<file path="config.mk">
export PLATFORM = sky130hd
export DESIGN_NAME = prog_loader
export DESIGN_NICKNAME = d
export VERILOG_FILES = /design/src/rtl/prog_loader.sv
export SDC_FILE = /design/constraint.sdc
export NUM_CORES = 1
export LEC_CHECK = 0
export CELL_PAD_IN_SITES_DETAIL_PLACEMENT = 1
export CELL_PAD_IN_SITES_GLOBAL_PLACEMENT = 1
export CORE_ASPECT_RATIO = 0.9
export CORE_MARGIN = 5
export CORE_UTILIZATION = 37
export CTS_BUF_LIST = sky130_fd_sc_hd__clkbuf_8
export DETAILED_ROUTE_END_ITERATION = 10
export GPL_ROUTABILITY_DRIVEN = 0
export PLACE_DENSITY = 0.85
export SLEW_MARGIN = 5
export SYNTH_ARGS = -nofsm -noshare
export SYNTH_HDL_FRONTEND = slang
export SYNTH_SLANG_ARGS = --single-unit
</file>
<file path="constraint.sdc">
create_clock -name clk -period 3.62 [get_ports clk]
set_clock_uncertainty 0.15 [all_clocks]
set_input_delay 0.362 -clock clk [delete_from_list [all_inputs] [get_ports clk]]
set_output_delay 0.362 -clock clk [all_outputs]
set_load 0.02 [all_outputs]
</file>
<file path="src/rtl/prog_loader.sv">
// Program loader: holds the core in reset, streams an image into instruction memory,
// releases the core after a settle delay and optionally watches the run length.
module prog_loader #(
    parameter int unsigned DATA_W      = 32,
    parameter int unsigned DEPTH       = 256,
    parameter int unsigned ADDR_W      = $clog2(DEPTH),
    parameter int unsigned HOLD_CYCLES = 4,
    parameter int unsigned RUN_LIMIT   = 0,
    parameter int unsigned RUN_W       = 32
) (
    input  logic              clk,
    input  logic              rst,
    input  logic              start,
    input  logic              s_valid,
    input  logic [DATA_W-1:0] s_data,
    input  logic              s_last,
    output logic              s_ready,
    output logic              imem_we,
    output logic [ADDR_W-1:0] imem_addr,
    output logic [DATA_W-1:0] imem_wdata,
    output logic              core_rst,
    output logic              done,
    output logic              overflow,
    output logic              timeout,
    output logic [ADDR_W:0]   word_count,
    output logic [RUN_W-1:0]  run_cycles
);

    localparam int unsigned CNT_W  = ADDR_W + 1;
    localparam int unsigned HOLD_W = $clog2(HOLD_CYCLES + 1) + 1;

    typedef enum logic [2:0] {StIdle, StLoad, StHold, StRun, StError} state_e;

    state_e              state_q, state_d;
    logic [ADDR_W-1:0]   ptr_q, ptr_d;
    logic [HOLD_W-1:0]   hold_cnt_q, hold_cnt_d;
    logic                s_ready_q, s_ready_d;
    logic                imem_we_q, imem_we_d;
    logic [ADDR_W-1:0]   imem_addr_q, imem_addr_d;
    logic [DATA_W-1:0]   imem_wdata_q, imem_wdata_d;
    logic                core_rst_q, core_rst_d;
    logic                done_q, done_d;
    logic                overflow_q, overflow_d;
    logic                timeout_q, timeout_d;
    logic [CNT_W-1:0]    word_count_q, word_count_d;
    logic [RUN_W-1:0]    run_cycles_q, run_cycles_d;
    logic [RUN_W-1:0]    run_inc;

    always_comb begin
        state_d      = state_q;
        ptr_d        = ptr_q;
        hold_cnt_d   = hold_cnt_q;
        s_ready_d    = s_ready_q;
        imem_we_d    = 1'b0;
        imem_addr_d  = imem_addr_q;
        imem_wdata_d = imem_wdata_q;
        core_rst_d   = core_rst_q;
        done_d       = done_q;
        overflow_d   = overflow_q;
        timeout_d    = timeout_q;
        word_count_d = word_count_q;
        run_cycles_d = run_cycles_q;
        run_inc      = (run_cycles_q == '1) ? run_cycles_q : run_cycles_q + RUN_W'(1);

        unique case (state_q)
            StIdle: begin
                if (start) begin
                    state_d      = StLoad;
                    s_ready_d    = 1'b1;
                    ptr_d        = '0;
                    word_count_d = '0;
                end
            end
            StLoad: begin
                if (s_valid && s_ready_q) begin
                    imem_we_d    = 1'b1;
                    imem_addr_d  = ptr_q;
                    imem_wdata_d = s_data;
                    ptr_d        = ptr_q + ADDR_W'(1);
                    word_count_d = word_count_q + CNT_W'(1);
                    if (s_last) begin
                        state_d    = StHold;
                        s_ready_d  = 1'b0;
                        hold_cnt_d = '0;
                    end else if (ptr_q == ADDR_W'(DEPTH - 1)) begin
                        // Last slot filled but the image keeps going.
                        state_d    = StError;
                        s_ready_d  = 1'b0;
                        overflow_d = 1'b1;
                    end
                end
            end
            StHold: begin
                if (hold_cnt_q == HOLD_W'(HOLD_CYCLES)) begin
                    state_d      = StRun;
                    core_rst_d   = 1'b0;
                    done_d       = 1'b1;
                    run_cycles_d = '0;
                end else begin
                    hold_cnt_d = hold_cnt_q + HOLD_W'(1);
                end
            end
            StRun, StError: begin
                if (start) begin
                    state_d      = StLoad;
                    s_ready_d    = 1'b1;
                    ptr_d        = '0;
                    word_count_d = '0;
                    core_rst_d   = 1'b1;
                    done_d       = 1'b0;
                    run_cycles_d = '0;
                    overflow_d   = 1'b0;
                    timeout_d    = 1'b0;
                end else if (state_q == StRun) begin
                    run_cycles_d = run_inc;
                    if (RUN_LIMIT != 0 && run_inc == RUN_W'(RUN_LIMIT)) begin
                        state_d    = StError;
                        timeout_d  = 1'b1;
                        core_rst_d = 1'b1;
                        done_d     = 1'b0;
                    end
                end
            end
            default: state_d = StIdle;
        endcase
    end

    always_ff @(posedge clk) begin
        if (rst) begin
            state_q      <= StIdle;
            ptr_q        <= '0;
            hold_cnt_q   <= '0;
            s_ready_q    <= 1'b0;
            imem_we_q    <= 1'b0;
            imem_addr_q  <= '0;
            imem_wdata_q <= '0;
            core_rst_q   <= 1'b1;
            done_q       <= 1'b0;
            overflow_q   <= 1'b0;
            timeout_q    <= 1'b0;
            word_count_q <= '0;
            run_cycles_q <= '0;
        end else begin
            state_q      <= state_d;
            ptr_q        <= ptr_d;
            hold_cnt_q   <= hold_cnt_d;
            s_ready_q    <= s_ready_d;
            imem_we_q    <= imem_we_d;
            imem_addr_q  <= imem_addr_d;
            imem_wdata_q <= imem_wdata_d;
            core_rst_q   <= core_rst_d;
            done_q       <= done_d;
            overflow_q   <= overflow_d;
            timeout_q    <= timeout_d;
            word_count_q <= word_count_d;
            run_cycles_q <= run_cycles_d;
        end
    end

    assign s_ready    = s_ready_q;
    assign imem_we    = imem_we_q;
    assign imem_addr  = imem_addr_q;
    assign imem_wdata = imem_wdata_q;
    assign core_rst   = core_rst_q;
    assign done       = done_q;
    assign overflow   = overflow_q;
    assign timeout    = timeout_q;
    assign word_count = word_count_q;
    assign run_cycles = run_cycles_q;

endmodule

</file>
# Word-level counts from Yosys, hierarchy flattened
# Index checks and enable logic that the tools add are counted.
[word_totals]
reg_bits = 101
in_bits = 37
[op_classes]
addsub = 4
eq_ne = 18
n_mux = 36
n_bitwise = 1
n_reduce_logical = 17
[ops]
columns = ["op", "n"]
rows = [
  ["two-way mux 32 bit", 4],
  ["case mux 32 bit (2 select lines)", 1],
  ["adder 32 x 1 -> 32 bit (second input constant)", 1],
  ["equality test 32 bit (second input constant)", 1],
  ["two-way mux 9 bit", 2],
  ["case mux 9 bit (2 select lines)", 1],
  ["two-way mux 8 bit", 2],
  ["case mux 8 bit (2 select lines)", 1],
  ["AND reduction 4 bit", 4],
  ["two-way mux 3 bit", 5],
  ["!= test 2 bit (second input constant)", 7],
  ["two-way mux 4 bit", 3],
  ["two-way mux 1 bit", 11],
  ["adder 9 x 1 -> 9 bit (second input constant)", 1],
  ["!= test 3 bit (second input constant)", 3],
  ["case mux 3 bit (3 select lines)", 1],
  ["adder 8 x 1 -> 8 bit (second input constant)", 1],
  ["equality test 8 bit (second input constant)", 1],
  ["case mux 1 bit (2 select lines)", 4],
  ["case mux 4 bit (2 select lines)", 1],
  ["nonzero test 2 bit", 4],
  ["equality test 3 x 2 -> 1 bit (second input constant)", 2],
  ["AND reduction 3 bit", 2],
  ["AND reduction 5 bit", 1],
  ["other kinds (11)", 12],
]

# Logic depth before layout (Yosys ltp)
# Gate-level depths: netlist of run 1.
[logic_depth]
word_depth = 5
ltp_mapped = 9
ltp_nobuf = 7

# Least setup slack after synthesis of run 1
# OpenSTA, ideal clock, no wires.
[synth_path]
kind = "flip-flop to flip-flop"
start = "register run_cycles_q[0] (netlist: run_cycles[0])"
end = "register run_cycles_q[18] (netlist: run_cycles[18])"
setup_ns = 0.139
t_arrival_ns = 2.120
path_slack_ns = 1.211
path_stages_with_launch = 10
period_less_slack_ns = 2.409
path_cell_list = "dfxtp_1 ha_1 and3_1 nand4_1 buf_2 or3_1 buf_2 buf_2 a31oi_1 a31oi_1"
[synth_between]
elab_chain_len = 5
elab_cells_between_ends = 8
classes_between = "add/sub (1); eq/ne (2); mux (4); reduce/logical (1)"
[synth_rtl]
columns = ["element", "line_no", "source"]
rows = [
  ["start, declared", "46", "logic [RUN_W-1:0] run_cycles_q, run_cycles_d;"],
  ["start signal, assigned", "156", "run_cycles_q <= run_cycles_d;"],
  ["adder 32 x 1 -> 32 bit", "63", "run_inc = (run_cycles_q == '1) ? run_cycles_q : run_cycles_q + RUN_W'(1);"],
  ["two-way mux 32 bit", "63", ""],
  ["two-way mux 32 bit", "114", "end else if (state_q == StRun) begin"],
  ["two-way mux 32 bit", "104", "if (start) begin"],
  ["case mux 32 bit (2 select lines)", "65", "unique case (state_q)"],
]
# Parallel ways exist; a longest one is shown, timed or not. The select of a mux whose other input is x is not followed.
# A chain may end at the register's enable or synchronous reset.

# Worst setup path after layout of run 1
[layout_path]
start = "register run_cycles_q[0] (netlist: run_cycles[0])"
end = "register run_cycles_q[20] (netlist: run_cycles[20])"
# Same word-level chain as after synthesis.

==> results.yml, run 1 <==
cts:
  post_cts_resized: 0
  cts_buffer_depth: 2
  clkSinkCount: 101
  numCtsBuffers: 9
  htree_num_levels: 3
  cts_setup_buffers: 0
  clkTransAtPathRegs_ps: 100
  clk_latency_ps: 380
  cts_hold_buf: 0
  cts_root_buffer: "clkbuf_8"
  cts_tree: "done"
route:
  wl_per_cell_um: 17.5
  dr.max_layer_used: "met4"
  drt_first_pass_iters: 4
  vias: 4681
  wl_met1_um: 6070
  drt_iter0_markers: 314
  wirelength_um: 14800
  wl_met2_um: 7390
  drc: 0
  dr_wl_met3_um: 1060
  viasPerCell: 5.55
  drtAntennaViolNets: 0
die:
  die_y_um: 117
  fp.dieW_um: 129
  design.die.area_mm2: 0.0150
  io_pins: 124
  core.rowCount: 39
  initial_core_util_pct: 37.4
  coreArea_mm2: 0.0125
setup_path:
  worstSetupStartpoint: "run_cycles[0]$_SDFFE_PP0P_"
  timing.rr.start: "run_cycles[0]$_SDFFE_PP0P_"
  cp_slowest_cell: "or4b_4"
  start_kind: "register"
  max_stage_delay_ps: 660
  crit_fanout: 14
  cp.arrival_ps: 2840
  path_class: "register to register"
  path_cells: "ha_1 > and3_1 > nand4_1 > buf_4 > or4b_4 > a21oi_1 > o2bb2ai_1"
  required_ps: 3780
  rr_worst_depth: 7
  end_kind: "register"
finish:
  final_nets: 717
  insertedDiodeCount: 0
  final_cells: 843
  syn_to_final_growth_pct: 31.7
  fin_util_pct: 49.3
  drive_above_1_share_pct: 6.04
  fin_area_mm2: 0.00618
min_path:
  hold_depth: 2
  hp-class: "register to register"
  min-delay-start: "imem_wdata[20]$_SDFFE_PP0P_"
synth:
  yosysTopAreaCell: "dfxtp_1"
  yosysWarnings: 0
  seq_area_frac_synth_pct: 43.1
  syn_inst: 568
  synth-seq-cells: 101
  async_flop_share_pct: 0
  yosys.cell_types.count: 65
  synth_edf_count: 0
  synth_top_area_share_pct: 43.1
  synth_area_leaders: "dfxtp_1 43%, nand2_1 8.2%, a21oi_1 7.1%"
  synth.avg_cell_area_um2: 8.26
  syn_area_mm2: 0.00469
  syn_nets: 610
  ys.flop_type: "dfxtp_1"
sta:
  post-route-min-period_ps: 2680
  layout_setup_ws_ps: 936
  tightest_slew_ps: 737
  fin_hold_ws_ps: 308
  fmax_mhz: 373
  hold_violations: 0
  setup_viol: 0
  finalSetupTns_ps: 0
  rsz0062_at_grt: "false"
  slew_headroom_pct: 50.8
  timing.final.crit_share_pct: 74.2
  maxSlewViolCount: 0
place:
  io_buffers: 122
  dp_slack_ps: 635
  place_area_mm2: 0.00602
  hpwl_um: 10800
  dp_cells: 828
global_route:
  grt.overflow.total: 0
  antenna_found_initial: 0
  grt_max_degree: 60
  grt_pass1_vias: 4865
  track_usage_pct: 19.8
  grt_pass1_wl_um: 24300
power_and_ir_drop:
  swShare_pct: 29.7
  power.internal_mw: 1.53
  power_mw: 2.17
  vdd_drop_max_v: 0.000209
  p_seq_share_pct: 53.8
  pwr-share-clk_pct: 29.7
  p_per_area_mw_per_mm2: 351
  pwr-share-comb_pct: 16.5
  p_leak_nw: 2.00
  p_switching_uw: 646
run:
  max_cap_violations: 0
status:
  status: "completed"
==> power groups by stage <==
stage | clock network [mW] | logic (mW) | registers (mW)
3_3_place_gp | 0 | 0.348 | 1.19
3_5_place_dp | 0 | 0.360 | 1.19
2_1_floorplan | 0 | 0.217 | 1.20
4_1_cts | 0.666 | 0.362 | 1.17
6_report | 0.645 | 0.359 | 1.17
5_1_grt | 0.714 | 0.396 | 1.17
==> critical path: cells and delay by family (launching register included) <==
kind,cells,cell delay [ps]
simple gates,3,1040
compound gates,2,500
flops,1,440
fa+ha+maj,1,250
buf+inv,1,200
==> Yosys cell counts, drive strengths merged, types with 2 or more instances <==
cell	n
nor2	35
nor4	5
buf	16
o21ai	16
o211ai	11
a22oi	3
a21o	3
dfxtp	101
xnor2	4
nand2b	4
nand3	13
o41ai	2
o31a	2
nor2b	4
or2	3
xor2	14
a31oi	21
nor3	11
clkbuf	20
and2	2
nand3b	6
nand4	15
o2111ai	6
ha	5
a41oi	5
inv	13
a211oi	4
or4	2
nand2	104
or3	8
o2bb2ai	2
and3	8
or4b	4
and4	7
a21oi	67
o31ai	6
==> routing by layer <==
metal	global-route usage [%]	vias up
li1	-	2252
met1	22.8	2289
met2	35.2	122
met3	6.40	18
met4	6.23	0
met5	0	-
==> path summary, 6_finish.rpt <==
kind | end | slack [ps]
max reg2reg | run_cycles[20]$_SDFFE_PP0P_ | 940
min reg2reg | imem_wdata[20]$_SDFFE_PP0P_ | 310
max | run_cycles[20]$_SDFFE_PP0P_ | 940
min | imem_wdata[20]$_SDFFE_PP0P_ | 310
==> flip-flops by register name, indices dropped and copies added (netlist names), 3 cells and up <==
register    cells
imem_wdata     32
run_cycles     32
word_count      9
imem_addr       8
ptr_q           8
hold_cnt_q      4
state_q         3
==> cells by family after synthesis <==
| group | count (synthesis) | share of synthesized area, % |
|---|---|---|
| and+or+nand+nor | 235 | 25.2 |
| DFF | 101 | 43.1 |
| buffers and inverters | 49 | 4.83 |
| AOI/OAI and AO/OA | 157 | 21.6 |
| xor gates and xnor gates | 18 | 3.36 |
| muxes | 2 | 0.453 |
| adders and majority gates | 5 | 1.33 |
| other | 1 | 0.0799 |
==> area by class of cell <==
type | count | area (um2)
timing repair buffer | 132 | 1290
clock inverter | 6 | 40.0
clock buffer | 9 | 124
tap | 164 | 205
sequential | 101 | 2020
inverter | 13 | 48.8
fill | 1484 | 6360
multi-input combinational | 418 | 2450
==> placed cells by master, fill, tap and decap left out, types with 6 or more instances in the layout <==
master / n
nand4_1: 14
clkbuf_8: 9
o211ai_1: 11
nor2_1: 33
nor3_1: 10
o2111ai_1: 6
xor2_1: 14
and4_1: 7
a21oi_1: 67
clkdlybuf4s50_1: 121
o31ai_1: 6
nand3_1: 13
dfxtp_1: 101
inv_1: 14
and3_1: 8
a31oi_1: 21
nand3b_1: 6
nand2_1: 103
o21ai_0: 11
or3_1: 8
buf_4: 10
Power figures use the tool's default switching activity.
==> run 2, diff against run 1 <==
--- a/config.mk
+++ b/config.mk
@@ -9,11 +9,11 @@
 export CELL_PAD_IN_SITES_GLOBAL_PLACEMENT = 1
 export CORE_ASPECT_RATIO = 0.9
 export CORE_MARGIN = 5
-export CORE_UTILIZATION = 37
+export CORE_UTILIZATION = 33
 export CTS_BUF_LIST = sky130_fd_sc_hd__clkbuf_8
 export DETAILED_ROUTE_END_ITERATION = 10
 export GPL_ROUTABILITY_DRIVEN = 0
-export PLACE_DENSITY = 0.85
+export PLACE_DENSITY = 0.8
 export SLEW_MARGIN = 5
 export SYNTH_ARGS = -nofsm -noshare
 export SYNTH_HDL_FRONTEND = slang
==> constraint.sdc (replaced) <==
create_clock -name clk -period 2.4 [get_ports clk]
set_clock_uncertainty 0.15 [all_clocks]
set_input_delay 0.24 -clock clk [delete_from_list [all_inputs] [get_ports clk]]
set_output_delay 0.24 -clock clk [all_outputs]
set_load 0.02 [all_outputs]
==> run 2 against run 1 <==
  * Worst setup slack got worse by 860 ps
  * Global-route usage fell by 1.1 points
  * Largest cell class unchanged
  * Critical path depth fell by 2
  * Total power rose by 62%
  * Highest routed layer unchanged
  * Register-to-register slack got worse by 860 ps
==> results.yml, run 2 (synthesis gave the netlist of run 1 again) <==
status:
  status: "completed"
sta:
  post-route-min-period_ps: 2320
  hold_violations: 0
  maxSlewViolCount: 0
  slew_headroom_pct: 55.9
  setup_viol: 0
  rsz0062_at_grt: "false"
  timing.final.crit_share_pct: 96.7
  fin_hold_ws_ps: 248
  tightest_slew_ps: 662
  fmax_mhz: 431
  finalSetupTns_ps: 0
cts:
  htree_num_levels: 3
  clkSinkCount: 101
  cts_root_buffer: "clkbuf_8"
  cts_tree: "done"
  clk_latency_ps: 390
  numCtsBuffers: 9
  cts_buffer_depth: 2
  clkTransAtPathRegs_ps: 100
setup_path:
  path_class: "register to register"
  rr_worst_depth: 5
  start_kind: "register"
  reg2reg_slack_ps: 80
  end_kind: "register"
  timing.rr.start: "run_cycles[15]$_SDFFE_PP0P_"
  required_ps: 2580
  r2r_end: "run_cycles[1]$_SDFFE_PP0P_"
  crit_fanout: 5
  cp.arrival_ps: 2500
place:
  io_buffers: 122
  dp_cells: 906
  hpwl_um: 11600
finish:
  final_cells: 921
  regArea_mm2: 0.00203
  syn_to_final_growth_pct: 42.3
  mostFrequentLayoutCells: "121 x clkdlybuf4s50_1, 103 x nand2_1, 98 x dfxtp_1"
  final_nets: 766
  final_common_cell: "clkdlybuf4s50_1"
  fill_cells: 1660
  insertedDiodeCount: 0
  drive_above_1_share_pct: 13.5
  multiInputGateArea_mm2: 0.00246
route:
  wl_per_cell_um: 16.8
  drc: 0
  drt_first_pass_iters: 4
  drtAntennaViolNets: 0
  drt_iter0_markers: 287
  wirelength_um: 15500
  vias: 4899
  viasPerCell: 5.32
global_route:
  grt.overflow.total: 0
  grt-busiest-layer: "met2"
  use_met2_pct: 33.1
  use_met3_pct: 7.04
  track_usage_pct: 18.7
  antenna_found_initial: 0
  grt_pass1_wl_um: 25500
  use_met1_pct: 21.6
  grt_max_degree: 60
  grt_pass1_vias: 5259
min_path:
  hp-class: "input pin to register"
  min-delay-start: "s_data[18]"
  min_to: "imem_wdata[18]$_SDFFE_PP0P_"
  hold_depth: 3
die:
  io_pins: 124
  initial_core_util_pct: 33.5
  design.die.area_mm2: 0.0167
  core.rowCount: 41
  coreArea_mm2: 0.0140
  fp.dieW_um: 136
  die_y_um: 123
power_and_ir_drop:
  p_per_area_mw_per_mm2: 526
  power_mw: 3.51
  p_leak_nw: 2.27
  vdd_drop_max_v: 0.000433
run:
  max_cap_violations: 0
run 2: worst max-delay path by stage:
stage / startpoint / end / slack [ps] / cells after the start
global placement: start / run_cycles[27]$_SDFFE_PP0P_ / -70 / 5
floorplan: run_cycles[1]$_SDFFE_PP0P_ / run_cycles[18]$_SDFFE_PP0P_ / 4 / 9
detailed placement: start / run_cycles[27]$_SDFFE_PP0P_ / -120 / 5
CTS: run_cycles[1]$_SDFFE_PP0P_ / run_cycles[11]$_SDFFE_PP0P_ / 50 / 7
finish: run_cycles[15]$_SDFFE_PP0P_ / run_cycles[1]$_SDFFE_PP0P_ / 80 / 5
global route: run_cycles[1]$_SDFFE_PP0P_ / run_cycles[16]$_SDFFE_PP0P_ / 9 / 7
run 2: through the flow:
step           setup slack, ps  area (um2)  util [%]
2_1_floorplan             4.20        4690         -
3_3_place_gp             -72.2        6460      46.1
3_5_place_dp              -124        6460      46.1
4_1_cts                   48.2        6650      47.5
5_1_grt                   8.69        6680      47.7
6_report                  80.3        6680      47.7
run 2: cell type report:
| cell class | count | share of cell area (%) |
|---|---|---|
| Clock buffer | 9 | 1.86 |
| Clock inverter | 6 | 1.07 |
| Inverter | 13 | 0.731 |
| Multi-Input combinational cell | 418 | 36.9 |
| Sequential cell | 101 | 30.3 |
| Tap cell | 193 | 3.62 |
| Timing Repair Buffer | 181 | 25.5 |
run 2: power breakdown:
| group | switching (mW) | internal (mW) | leakage (nW) | total (mW) |
|---|---|---|---|---|
| sequential | 0.0343 | 1.72 | 0.816 | 1.75 |
| combinational | 0.359 | 0.268 | 1.35 | 0.628 |
| clock | 0.642 | 0.490 | 0.0980 | 1.13 |
| total | 1.04 | 2.47 | 2.27 | 3.51 |
run 2: timing repair:
item / in CTS / in global routing
hold endpoints to repair: 0 / 0
setup endpoints to repair: 0 / 21
resized for setup: 0 / 7
setup buffers: 0 / 0
hold buffers: 0 / 0
run 2: metal layers:
layer  up-vias  wire [um]
met4         0        207
met2       134       7630
met3        22       1220
li1       2355          -
met5         -          0
met1      2388       6400
run 2: worst max-delay path, cell delays in order, from the launching register on:
cell and delay [ps]:
dfxtp_1 390, nand4_2 200, or3_1 440, or4b_4 580, a21oi_1 320, a32o_1 180
==> run 3, diff against run 2 <==
--- a/config.mk
+++ b/config.mk
@@ -14,6 +14,7 @@
 export DETAILED_ROUTE_END_ITERATION = 10
 export GPL_ROUTABILITY_DRIVEN = 0
 export PLACE_DENSITY = 0.8
+export SETUP_SLACK_MARGIN = 0.3
 export SLEW_MARGIN = 5
 export SYNTH_ARGS = -nofsm -noshare
 export SYNTH_HDL_FRONTEND = slang
==> run 3 against run 2 <==
  * Via count is 2.0% higher
  * Flip-flop and latch count stayed put
  * Combinational power grew 3.5%
  * Cell area is 4.5% higher
  * Non-clock buffer count rose by 3
  * Register-to-register slack improved by 110 ps
  * Critical path depth is 3 higher
==> results.yml, run 3 (synthesis gave the netlist of run 1 again) <==
route:
  drtAntennaViolNets: 0
  wirelength_um: 16300
  drt_iter0_markers: 278
  drt_first_pass_iters: 4
  drc: 0
  vias: 4998
  wl_per_cell_um: 17.6
  viasPerCell: 5.40
sta:
  finalSetupTns_ps: 0
  fmax_mhz: 452
  timing.final.crit_share_pct: 92.3
  slew_headroom_pct: 54.8
  hold_violations: 0
  setup_viol: 0
  post-route-min-period_ps: 2210
  layout_setup_ws_ps: 185
  maxSlewViolCount: 0
  tightest_slew_ps: 678
  rsz0062_at_grt: "true"
place:
  dp_slack_ps: -134
  io_buffers: 122
  place_area_mm2: 0.00642
  hpwl_um: 11400
die:
  initial_core_util_pct: 33.5
  die_y_um: 123
  io_pins: 124
  fp.dieW_um: 136
  design.die.area_mm2: 0.0167
  core.rowCount: 41
  coreArea_mm2: 0.0140
global_route:
  grt_pass1_vias: 5058
  grt_max_degree: 60
  track_usage_pct: 19.1
  use_met1_pct: 22.0
  grt.overflow.total: 0
  antenna_found_initial: 0
  use_met3_pct: 6.71
  grt_pass1_wl_um: 25800
  use_met2_pct: 32.8
  grt-busiest-layer: "met2"
finish:
  mostFrequentLayoutCells: "121 x clkdlybuf4s50_1, 103 x nand2_1, 68 x dfxtp_1"
  final_nets: 769
  fin_util_pct: 49.8
  drive_above_1_share_pct: 20.9
  final_common_cell: "clkdlybuf4s50_1"
  insertedDiodeCount: 0
  fin_area_mm2: 0.00697
  syn_to_final_growth_pct: 48.6
power_and_ir_drop:
  p_per_area_mw_per_mm2: 497
  vdd_drop_max_v: 0.000453
  power_mw: 3.47
  p_leak_nw: 2.37
setup_path:
  start_kind: "register"
  path_class: "register to register"
  end_kind: "register"
  required_ps: 2510
  crit_fanout: 7
  cp.arrival_ps: 2320
cts:
  cts_tree: "done"
  cts_buffer_depth: 2
  clkSinkCount: 101
  cts_hold_buf: 0
  numCtsBuffers: 9
  clkTransAtPathRegs_ps: 110
  htree_num_levels: 3
  cts_root_buffer: "clkbuf_8"
  clk_latency_ps: 400
status:
  status: "completed"
run:
  max_cap_violations: 0
min_path:
  hp-class: "input pin to register"
run 3: cell types whose count changed in the layout (fill, tap and decap cells not counted), moves of 4 or more:
cell	before	now
a21oi_1	67	63
dfxtp_4	0	16
a21oi_2	0	4
dfxtp_1	98	68
buf_4	55	49
buf_6	1	10
dfxtp_2	3	17
run 3: path summary, 6_finish.rpt:
check,to,slack (ps),start,cells past startpoint
hold / removal,run_cycles[27]$_SDFFE_PP0P_,210,rst,4
setup / recovery,run_cycles[25]$_SDFFE_PP0P_,190,run_cycles[1]$_SDFFE_PP0P_,8
hold reg to reg,imem_addr[7]$_SDFFE_PP0P_,310,imem_addr[7]$_SDFFE_PP0P_,2
setup reg to reg,run_cycles[25]$_SDFFE_PP0P_,190,run_cycles[1]$_SDFFE_PP0P_,8
run 3: report_power, final:
| group | total (mW) | leakage [nW] | internal [mW] | switching [mW] |
|---|---|---|---|---|
| sequential | 1.73 | 0.836 | 1.70 | 0.0336 |
| clock | 1.08 | 0.0960 | 0.422 | 0.662 |
| combinational | 0.650 | 1.44 | 0.280 | 0.370 |
| total | 3.47 | 2.37 | 2.40 | 1.07 |
run 3: worst max-delay path, cell delays in order (launching register included):
cell      delay (ps)
dfxtp_4          370
ha_4             150
and3_4           210
nand4_1          200
buf_4            210
or3_4            400
buf_8            160
nand2_8           80
o221ai_1         150
run 3: cell type report:
class | instances | area [um2]
Fill cell | 1644 | 7030
Multi-Input combinational cell | 418 | 2640
Sequential cell | 101 | 2100
Timing Repair Buffer | 184 | 1750
Tap cell | 193 | 241
Clock buffer | 10 | 138
Clock inverter | 6 | 55.1
Inverter | 13 | 48.8
run 3: timing repair:
action	in CTS	in global routing
buffers inserted	9	11
gates resized for setup	19	29
cloned	1	0
setup endpoints to repair	32	36
pin swaps	2	12
run 3: routing by layer:
layer	part of all wire, %	up-vias
li1	-	2370
met1	41	2451
met2	49	151
met3	7.9	26
met4	2.0	0
met5	0	-
run 3: metrics by stage:
stage	instances	hold WS (ps)
floorplan	568	187
global placement	888	292
detailed placement	888	300
CTS	914	202
global route	925	212
finish	925	214
